===== config.mk =====
export PLATFORM = sky130hd
export DESIGN_NAME = i2c_sht40_target
export DESIGN_NICKNAME = d
export VERILOG_FILES = /design/src/rtl/i2c_sht40_target_pkg.sv /design/src/rtl/i2c_crc8.sv /design/src/rtl/i2c_sht40_target.sv
export SDC_FILE = /design/constraint.sdc
export NUM_CORES = 1
export LEC_CHECK = 0
export CAP_MARGIN = 20
export CORE_AREA = 10 10 107 109
export DETAILED_ROUTE_END_ITERATION = 8
export DIE_AREA = 0 0 117 119
export GPL_ROUTABILITY_DRIVEN = 0
export PLACE_DENSITY = 0.73
export RECOVER_POWER = 50
export SETUP_SLACK_MARGIN = 0.5
export SLEW_MARGIN = 20
export SYNTH_ARGS = -nofsm -noshare
export SYNTH_HDL_FRONTEND = slang
export SYNTH_HIERARCHICAL = 1
export SYNTH_SLANG_ARGS = --single-unit

===== constraint.sdc =====
create_clock -name clk -period 4.6 [get_ports clk]
set_input_delay 0.92 -clock clk [delete_from_list [all_inputs] [get_ports clk]]
set_output_delay 0.92 -clock clk [all_outputs]
set_load 0.1 [all_outputs]

===== src/rtl/i2c_sht40_target_pkg.sv =====
// Shared constants, state encoding and CRC helper for the SHT40 I2C target emulation.
package i2c_sht40_target_pkg;

  localparam logic [6:0] SHT40_ADDR    = 7'h44;
  localparam logic [7:0] CMD_MEAS_HIGH = 8'hFD;
  localparam logic [7:0] CRC8_POLY     = 8'h31;
  localparam logic [7:0] CRC8_INIT     = 8'hFF;

  typedef enum logic [2:0] {
    ST_IDLE      = 3'd0,
    ST_ADDR      = 3'd1,
    ST_ADDR_ACK  = 3'd2,
    ST_CMD       = 3'd3,
    ST_CMD_ACK   = 3'd4,
    ST_TX_BYTE   = 3'd5,
    ST_TX_ACK    = 3'd6,
    ST_WAIT_STOP = 3'd7
  } state_t;

  // Sensirion CRC-8 over one 16-bit word, MSB first, no reflection
  function automatic logic [7:0] crc8_16(input logic [15:0] data);
    logic [7:0] crc;
    crc = CRC8_INIT;
    for (int i = 15; i >= 0; i--) begin
      if (crc[7] ^ data[i]) crc = {crc[6:0], 1'b0} ^ CRC8_POLY;
      else                  crc = {crc[6:0], 1'b0};
    end
    return crc;
  endfunction

endpackage


===== src/rtl/i2c_crc8.sv =====
// Combinational CRC-8 of a 16-bit measurement word.
module i2c_crc8 (
  input  logic [15:0] data,
  output logic [7:0]  crc
);
  import i2c_sht40_target_pkg::*;

  assign crc = crc8_16(data);

endmodule


===== src/rtl/i2c_sht40_target.sv =====
// SHT40-compatible I2C target: address/command decode, measurement countdown,
// and a 6-byte read-back (T_MSB, T_LSB, T_CRC, RH_MSB, RH_LSB, RH_CRC).
module i2c_sht40_target import i2c_sht40_target_pkg::*; #(
  parameter logic [6:0] TARGET_ADDR = SHT40_ADDR,
  parameter int         MEAS_CYCLES = 1000
) (
  input  logic        clk,
  input  logic        rst,
  input  logic        Scl_In,
  input  logic        Sda_In,
  output logic        Sda_Out,
  input  logic [15:0] Temp_Value,
  input  logic [15:0] RH_Value,
  output logic        Meas_Busy,
  output logic        Data_Ready,
  output logic        Cmd_Error
);

  localparam int CNT_W = (MEAS_CYCLES < 2) ? 1 : $clog2(MEAS_CYCLES + 1);

  logic [1:0]       scl_sync, sda_sync;
  logic             scl_hist, sda_hist;
  logic             scl, sda, scl_rise, scl_fall, start_det, stop_det;
  state_t           state, state_nx;
  logic [3:0]       bit_cnt, bit_cnt_nx;
  logic [7:0]       shreg, shreg_nx;
  logic [2:0]       byte_idx, idx_nx;
  logic             rw_flag, rw_nx;
  logic             sda_r, sda_nx;
  logic             sent, sent_nx;
  logic             meas_start, rd_done, cmd_err_nx, ready_clr;
  logic [CNT_W-1:0] meas_cnt;
  logic [15:0]      t_word, rh_word;
  logic [7:0]       t_crc, rh_crc, t_crc_c, rh_crc_c, tx_data;

  i2c_crc8 u_crc_t  (.data(Temp_Value), .crc(t_crc_c));
  i2c_crc8 u_crc_rh (.data(RH_Value),   .crc(rh_crc_c));

  always_ff @(posedge clk) begin
    if (rst) begin
      scl_sync <= 2'b11;
      sda_sync <= 2'b11;
      scl_hist <= 1'b1;
      sda_hist <= 1'b1;
    end else begin
      scl_sync <= {scl_sync[0], Scl_In};
      sda_sync <= {sda_sync[0], Sda_In};
      scl_hist <= scl_sync[1];
      sda_hist <= sda_sync[1];
    end
  end

  assign scl       = scl_sync[1];
  assign sda       = sda_sync[1];
  assign scl_rise  = scl & ~scl_hist;
  assign scl_fall  = ~scl & scl_hist;
  assign start_det = scl & sda_hist & ~sda;
  assign stop_det  = scl & ~sda_hist & sda;

  always_comb begin
    case (byte_idx)
      3'd0:    tx_data = t_word[15:8];
      3'd1:    tx_data = t_word[7:0];
      3'd2:    tx_data = t_crc;
      3'd3:    tx_data = rh_word[15:8];
      3'd4:    tx_data = rh_word[7:0];
      default: tx_data = rh_crc;
    endcase
  end

  always_comb begin
    state_nx   = state;
    bit_cnt_nx = bit_cnt;
    shreg_nx   = shreg;
    idx_nx     = byte_idx;
    rw_nx      = rw_flag;
    sda_nx     = sda_r;
    sent_nx    = sent;
    meas_start = 1'b0;
    rd_done    = 1'b0;
    cmd_err_nx = 1'b0;
    // Bus conditions take priority over whatever the FSM is doing
    if (start_det) begin
      state_nx   = ST_ADDR;
      bit_cnt_nx = 4'd0;
      idx_nx     = 3'd0;
      sda_nx     = 1'b1;
      sent_nx    = 1'b0;
    end else if (stop_det) begin
      state_nx   = ST_IDLE;
      bit_cnt_nx = 4'd0;
      sda_nx     = 1'b1;
      sent_nx    = 1'b0;
    end else begin
      case (state)
        ST_ADDR, ST_CMD: begin
          if (scl_rise && bit_cnt < 4'd8) begin
            shreg_nx   = {shreg[6:0], sda};
            bit_cnt_nx = bit_cnt + 4'd1;
          end else if (scl_fall && bit_cnt == 4'd8) begin
            bit_cnt_nx = 4'd0;
            state_nx   = ST_WAIT_STOP;
            if (state == ST_ADDR) begin
              rw_nx = shreg[0];
              if (shreg[7:1] == TARGET_ADDR && (!shreg[0] || Data_Ready)) begin
                state_nx = ST_ADDR_ACK;
                sda_nx   = 1'b0;
              end else begin
                state_nx = ST_WAIT_STOP;
              end
            end else if (shreg == CMD_MEAS_HIGH && !Meas_Busy) begin
              state_nx = ST_CMD_ACK;
              sda_nx   = 1'b0;
            end else begin
              cmd_err_nx = (shreg != CMD_MEAS_HIGH);
            end
          end else begin
            state_nx = state;
          end
        end
        ST_ADDR_ACK: begin
          if (scl_fall && rw_flag) begin
            state_nx   = ST_TX_BYTE;
            sda_nx     = tx_data[7];
            bit_cnt_nx = 4'd1;
          end else if (scl_fall) begin
            state_nx   = ST_CMD;
            sda_nx     = 1'b1;
            bit_cnt_nx = 4'd0;
          end else begin
            state_nx = state;
          end
        end
        ST_CMD_ACK: begin
          if (scl_fall) begin
            state_nx   = ST_WAIT_STOP;
            sda_nx     = 1'b1;
            meas_start = 1'b1;
          end else begin
            state_nx = state;
          end
        end
        ST_TX_BYTE: begin
          if (scl_fall && bit_cnt == 4'd8) begin
            state_nx   = ST_TX_ACK;
            sda_nx     = 1'b1;
            bit_cnt_nx = 4'd0;
            sent_nx    = 1'b1;
          end else if (scl_fall) begin
            sda_nx     = tx_data[3'd7 - bit_cnt[2:0]];
            bit_cnt_nx = bit_cnt + 4'd1;
          end else begin
            state_nx = state;
          end
        end
        ST_TX_ACK: begin
          if (scl_rise && !sda && byte_idx < 3'd5) begin
            state_nx = ST_TX_BYTE;
            idx_nx   = byte_idx + 3'd1;
          end else if (scl_rise) begin
            state_nx = ST_WAIT_STOP;
            rd_done  = 1'b1;
          end else begin
            state_nx = state;
          end
        end
        default: state_nx = state;
      endcase
    end
  end

  assign ready_clr = rd_done | ((start_det | stop_det) & sent);

  always_ff @(posedge clk) begin
    if (rst) begin
      state     <= ST_IDLE;
      bit_cnt   <= 4'd0;
      shreg     <= 8'd0;
      byte_idx  <= 3'd0;
      rw_flag   <= 1'b0;
      sda_r     <= 1'b1;
      sent      <= 1'b0;
      Cmd_Error <= 1'b0;
    end else begin
      state     <= state_nx;
      bit_cnt   <= bit_cnt_nx;
      shreg     <= shreg_nx;
      byte_idx  <= idx_nx;
      rw_flag   <= rw_nx;
      sda_r     <= sda_nx;
      sent      <= sent_nx;
      Cmd_Error <= cmd_err_nx;
    end
  end

  // Countdown owns Meas_Busy; result words and CRCs are captured as it expires
  always_ff @(posedge clk) begin
    if (rst) begin
      Meas_Busy  <= 1'b0;
      Data_Ready <= 1'b0;
      meas_cnt   <= '0;
      t_word     <= 16'd0;
      rh_word    <= 16'd0;
      t_crc      <= 8'd0;
      rh_crc     <= 8'd0;
    end else if (meas_start) begin
      Meas_Busy  <= 1'b1;
      Data_Ready <= 1'b0;
      meas_cnt   <= CNT_W'(MEAS_CYCLES);
    end else if (Meas_Busy) begin
      meas_cnt <= meas_cnt - CNT_W'(1);
      if (meas_cnt == CNT_W'(1)) begin
        Meas_Busy  <= 1'b0;
        Data_Ready <= 1'b1;
        t_word     <= Temp_Value;
        rh_word    <= RH_Value;
        t_crc      <= t_crc_c;
        rh_crc     <= rh_crc_c;
      end
    end else if (ready_clr) begin
      Data_Ready <= 1'b0;
    end
  end

  // Reset releases the line immediately rather than waiting for the next edge
  assign Sda_Out = sda_r | rst;

endmodule


# Word level (Yosys, flattened, before mapping)
# Cells that the tools add are included.
# totals
reg_bits,88
input_bits,36
output_inout_bits,4
wordCells,256
# op_classes
n_addsub,4
n_lt_le_gt_ge,3
eq_ne,32
mux,83
bitwise_logic,80
reduce_logical,33
# op_table
op,n
$mux 6,32
$not 3->3,30
$pmux 8 s5,1
$mux 3,10
$mux 1,27
$xor 1x1->1,26
$mux 4,6
$mux 10,2
$ne 3x3->1 const B,6
$ne 4x4->1 const B,4
$pmux 3 s5,1
$reduce_and 7->1,2
$eq 3x2->1 const B,4
$eq 3x3->1 const B,4
$pmux 4 s3,1
$reduce_and 6->1,2
$eq 10x1->1 const B,1
$ne 5x5->1 const B,2
$not 1->1,10
$sub 10x1->10 const B,1
$eq 8x8->1 const B,1
$ne 2x2->1 const B,4
$ne 8x8->1 const B,1
$reduce_and 4->1,2
30 further kinds,55

# Longest topological paths before layout
# depth
depth_word,31
depth_mapped,11
depth_no_buf,7

# Modules after synthesis
# The synthesis kept the hierarchy.
# by_module_without_submodules
mod,instances,cells_each,area_each_um2
i2c_sht40_target,1,514,4285.4
i2c_crc8,2,34,382.9

# Worst setup path before layout
# Ideal clock, no wire load.
# synth_path
kind,input port to output port
startpoint,input rst
endpoint,output Sda_Out
arrival_time_ns,1.904
t_required_ns,3.680
slack_ns,1.776
stages,3
cell_sequence,clkbuf_1 > inv_1 > nand2_1
# synth_between
elab_chain_cells,1
# synth_rtl
item,line_no,rtl
start: declaration,i2c_sht40_target.sv:8,"input logic rst,"
$or 1x1->1,i2c_sht40_target.sv:226,assign Sda_Out = sda_r | rst;
end: declaration,i2c_sht40_target.sv:11,"output logic Sda_Out,"
# Every way passes these cells.

# Worst setup path in the final report
# layout_path
startpoint,input rst
endpoint,register sda_hist
# layout_rtl
item,line_no,rtl
end signal: assignment,i2c_sht40_target.sv:49,sda_hist <= sda_sync[1];
end: declaration,i2c_sht40_target.sv:22,"logic scl_hist, sda_hist;"
# No word-level cell between the ends.

==> out/summary.txt <==
============================================================================================
Final Hold Fails ..............................................................            0
Warnings from Yosys ...........................................................            6
Startpoint kind of the worst setup timing path ................................ primary input
Maximum level of the CTS H-tree ...............................................            3
Number of nets in the finished design .........................................          644
Critical setup path kind ...................................................... primary input to flop
Total gr overflow .............................................................            0
Number of clock sinks .........................................................           88
Starting Density ..............................................................        53.4%
Number of maximum-capacitance violations ......................................            1
Result of the run ............................................................. complete, but fails checks
Commonest register cell after synthesis .......................................      dfxtp_1
Die Y-Extent ..................................................................       119 um
CTS Root Cell .................................................................     clkbuf_8
Min Tclk post-route ...........................................................      3.15 ns
Post-Synth Adder-Cell Area ....................................................        1.98%
Register bit count reported by yosys ..........................................           88
Sum of routed wire length over all layers .....................................     11500 um
Multi-input logic area ........................................................   3020 sq um
Number of core rows ...........................................................           36
Failing checks ................................................................ capacitance limit, slew limit
Fin. max-slew vios ............................................................           71
Total power ...................................................................      1.77 mW
Buffers inserted during post-CTS setup optimization ...........................            0
Number of buffers between clock root and the deepest sink .....................            2
Horizontal extent of the die ..................................................       117 um
Count of placed standard cells including taps .................................          703
Setup repair after global routing missed its margin ...........................        false
Clock-pin slew on the worst setup and hold paths ..............................      0.09 ns
Mux contribution to synthesized area ..........................................        3.29%
First-pass GRT wire length ....................................................     19500 um
Count of flip-flops with a built-in enable after synthesis ....................            0
Worst Setup Slack, final ......................................................      1.45 ns
Post-DP Area ..................................................................   5390 sq um
Fraction of layout cells with a size suffix above 1 ...........................        8.10%
Initial antenna violation count ...............................................            0
Quantity of hold-fixing buffers added after cts ...............................            0
Average size of a mapped cell .................................................   8.68 sq um
Final Instance Count excl. Fillers ............................................          719
Setup WS pre-CTS ..............................................................      1.43 ns
Overall routing resource usage ................................................        17.0%
Vias in the first global route ................................................         4047
Synthesis-to-layout area growth ...............................................        9.93%
Max FO, Critical Path .........................................................           70
Layout Cell Area excl Fill ....................................................   5550 sq um
Total vias in the final route .................................................         4120
Distinct cells, synth .........................................................           79
Fin crit share ................................................................        68.4%
Clock latency on the worst-skew pair ..........................................      0.37 ns
Sequential standard cell area .................................................   1760 sq um
# diodes ......................................................................            0
Overall die area ..............................................................  13900 sq um
Required @ worst endpoint .....................................................      4.91 ns
Final HPWL DP .................................................................      8440 um
Worst IR Drop VDD .............................................................     0.185 mV
Quantity of gates resized following cts .......................................            0
TritonCTS clock tree ..........................................................         done
I/O pin count .................................................................           40
Combinational family with the most area after synthesis ....................... simple AND/OR/NAND/NOR gates
Leakage power total ...........................................................      1.90 nW
Basic-gate share of the synthesized area counting and, or, nand and nor cells .        21.9%
Setup violations, final .......................................................            0
Highest-count cells in the layout ignoring fill and taps ...................... nand2_1, dfxtp_1, a21oi_1
Combined area of all synthesized cells ........................................   5050 sq um
Syn Nets ......................................................................          626
Post-Synthesis Cells ..........................................................          582
Post-synthesis xor/xnor area fraction .........................................        16.7%
Highest clock frequency the design can meet ...................................    0.318 GHz
Worst-case headroom to the max-slew limit .....................................       -90.8%
Most common cell after layout, fill and taps aside ............................      nand2_1
Count of fill cells added during filler insertion .............................          841
Post-route DRC ................................................................            0
Kind of end point of the critical path ........................................         flop
Total negative setup slack ....................................................         0 ns
Number of buffers created by CTS ..............................................            9
WL/cell .......................................................................      15.9 um
Count of TritonRoute iterations in the first routing pass .....................            5
Iteration-0 DRC Markers .......................................................          281
Vias per std cell .............................................................         5.73
Post-route clock skew .........................................................   0.00922 ns
Share of flip-flops with an asynchronous set or reset .........................           0%
Standard cell core area .......................................................   9460 sq um
Post-detailed-route count of antenna-violating nets ...........................            0
Total power divided by cell area ..............................................  319 nW/um^2
Buffers added on ports ........................................................           39
Pin count of the biggest net entering global routing ..........................           71
Worst hold path class ......................................................... flop to flop
Seq/Total Area, Yosys .........................................................        34.9%
Share of the synthesized area in compound gates (AO/OA/AOI/OAI) ...............        16.4%
Arrival time at the worst endpoint ............................................      3.45 ns
Slew at the pin closest to its max-slew limit .................................      2.86 ns
============================================================================================
[layer usage]
metal | global-route usage, % | wire (um) | up-vias | part of all wire (%)
met5 | 0 | 0 | - | 0
met4 | 5.02 | 166 | 0 | 1.4
met3 | 4.47 | 599 | 18 | 5.2
met2 | 25.9 | 5350 | 97 | 47
met1 | 23.0 | 5340 | 1946 | 47
li1 | - | - | 2059 | -
[sequential cells by signal (all words and copies together) (netlist names), 2 cells and up]
register	cells
sda_sync	2
rh_crc	8
t_crc	8
t_word	16
shreg	8
state	3
bit_cnt	4
byte_idx	3
rh_word	16
meas_cnt	10
scl_sync	2
[kinds of logic (layout without fill, tap and decap cells)]
group           count (synthesis)  in the layout
simple gates                  220            220
compound gates                128            128
flops                          88             88
xor+xnor                       77             77
buf+inv                        46             69
mux                            15             15
fa+ha+maj                       8              8
[power by group]
| part | switching, mW | internal, mW |
|---|---|---|
| Combinational | 0.198 | 0.228 |
| Sequential | 0.0230 | 0.772 |
| Clock | 0.293 | 0.256 |
[path summary, 6_finish.rpt]
path	start	end	slack, ns	depth (start not counted)
setup / recovery	rst	sda_hist	1.45	3
hold / removal	scl_sync[0]	scl_sync[1]	0.41	1
setup reg to reg	byte_idx[2]	sda_r	1.87	7
hold reg to reg	scl_sync[0]	scl_sync[1]	0.41	1
[cell usage after synthesis, types with 4 or more instances]
master,instances,area (sq um)
a21oi_1,70,350
a221o_1,4,40.0
a22oi_1,5,37.5
and3_1,6,37.5
buf_2,14,70.1
buf_6,7,78.8
clkbuf_1,11,41.3
dfxtp_1,88,1760
ha_1,8,100
inv_1,13,48.8
mux2i_1,11,110
nand2_1,118,443
nand3_1,11,55.1
nor2_1,24,90.1
nor2b_1,5,31.3
nor3_1,7,35.0
nor3b_1,5,37.5
nor4_1,5,31.3
o21ai_0,11,55.1
o22ai_1,8,50.1
or2_2,8,50.1
xnor2_1,53,464
xor2_1,12,105
[area by class of cell]
class	count	area share, %
clock buffer	9	2.23
inverter	13	0.879
timing repair buffer	40	6.87
sequential	88	31.7
tap	114	2.57
clock inverter	7	1.35
multi-input combinational	448	54.4
[critical path, stage by stage]
cell and delay, ns:
clkbuf_1 0.13, clkbuf_1 2.05, or2_2 0.34
[through the flow]
| stage | utilization [%] | hold WS (ns) |
|---|---|---|
| global route | 58.7 | 0.439 |
| finish | 58.7 | 0.413 |
| floorplan | - | 0.389 |
| global placement | 56.9 | 0.392 |
| detailed placement | 56.9 | 0.393 |
| CTS | 59.0 | 0.415 |
Note: power is estimated with default switching activity, not from simulation.
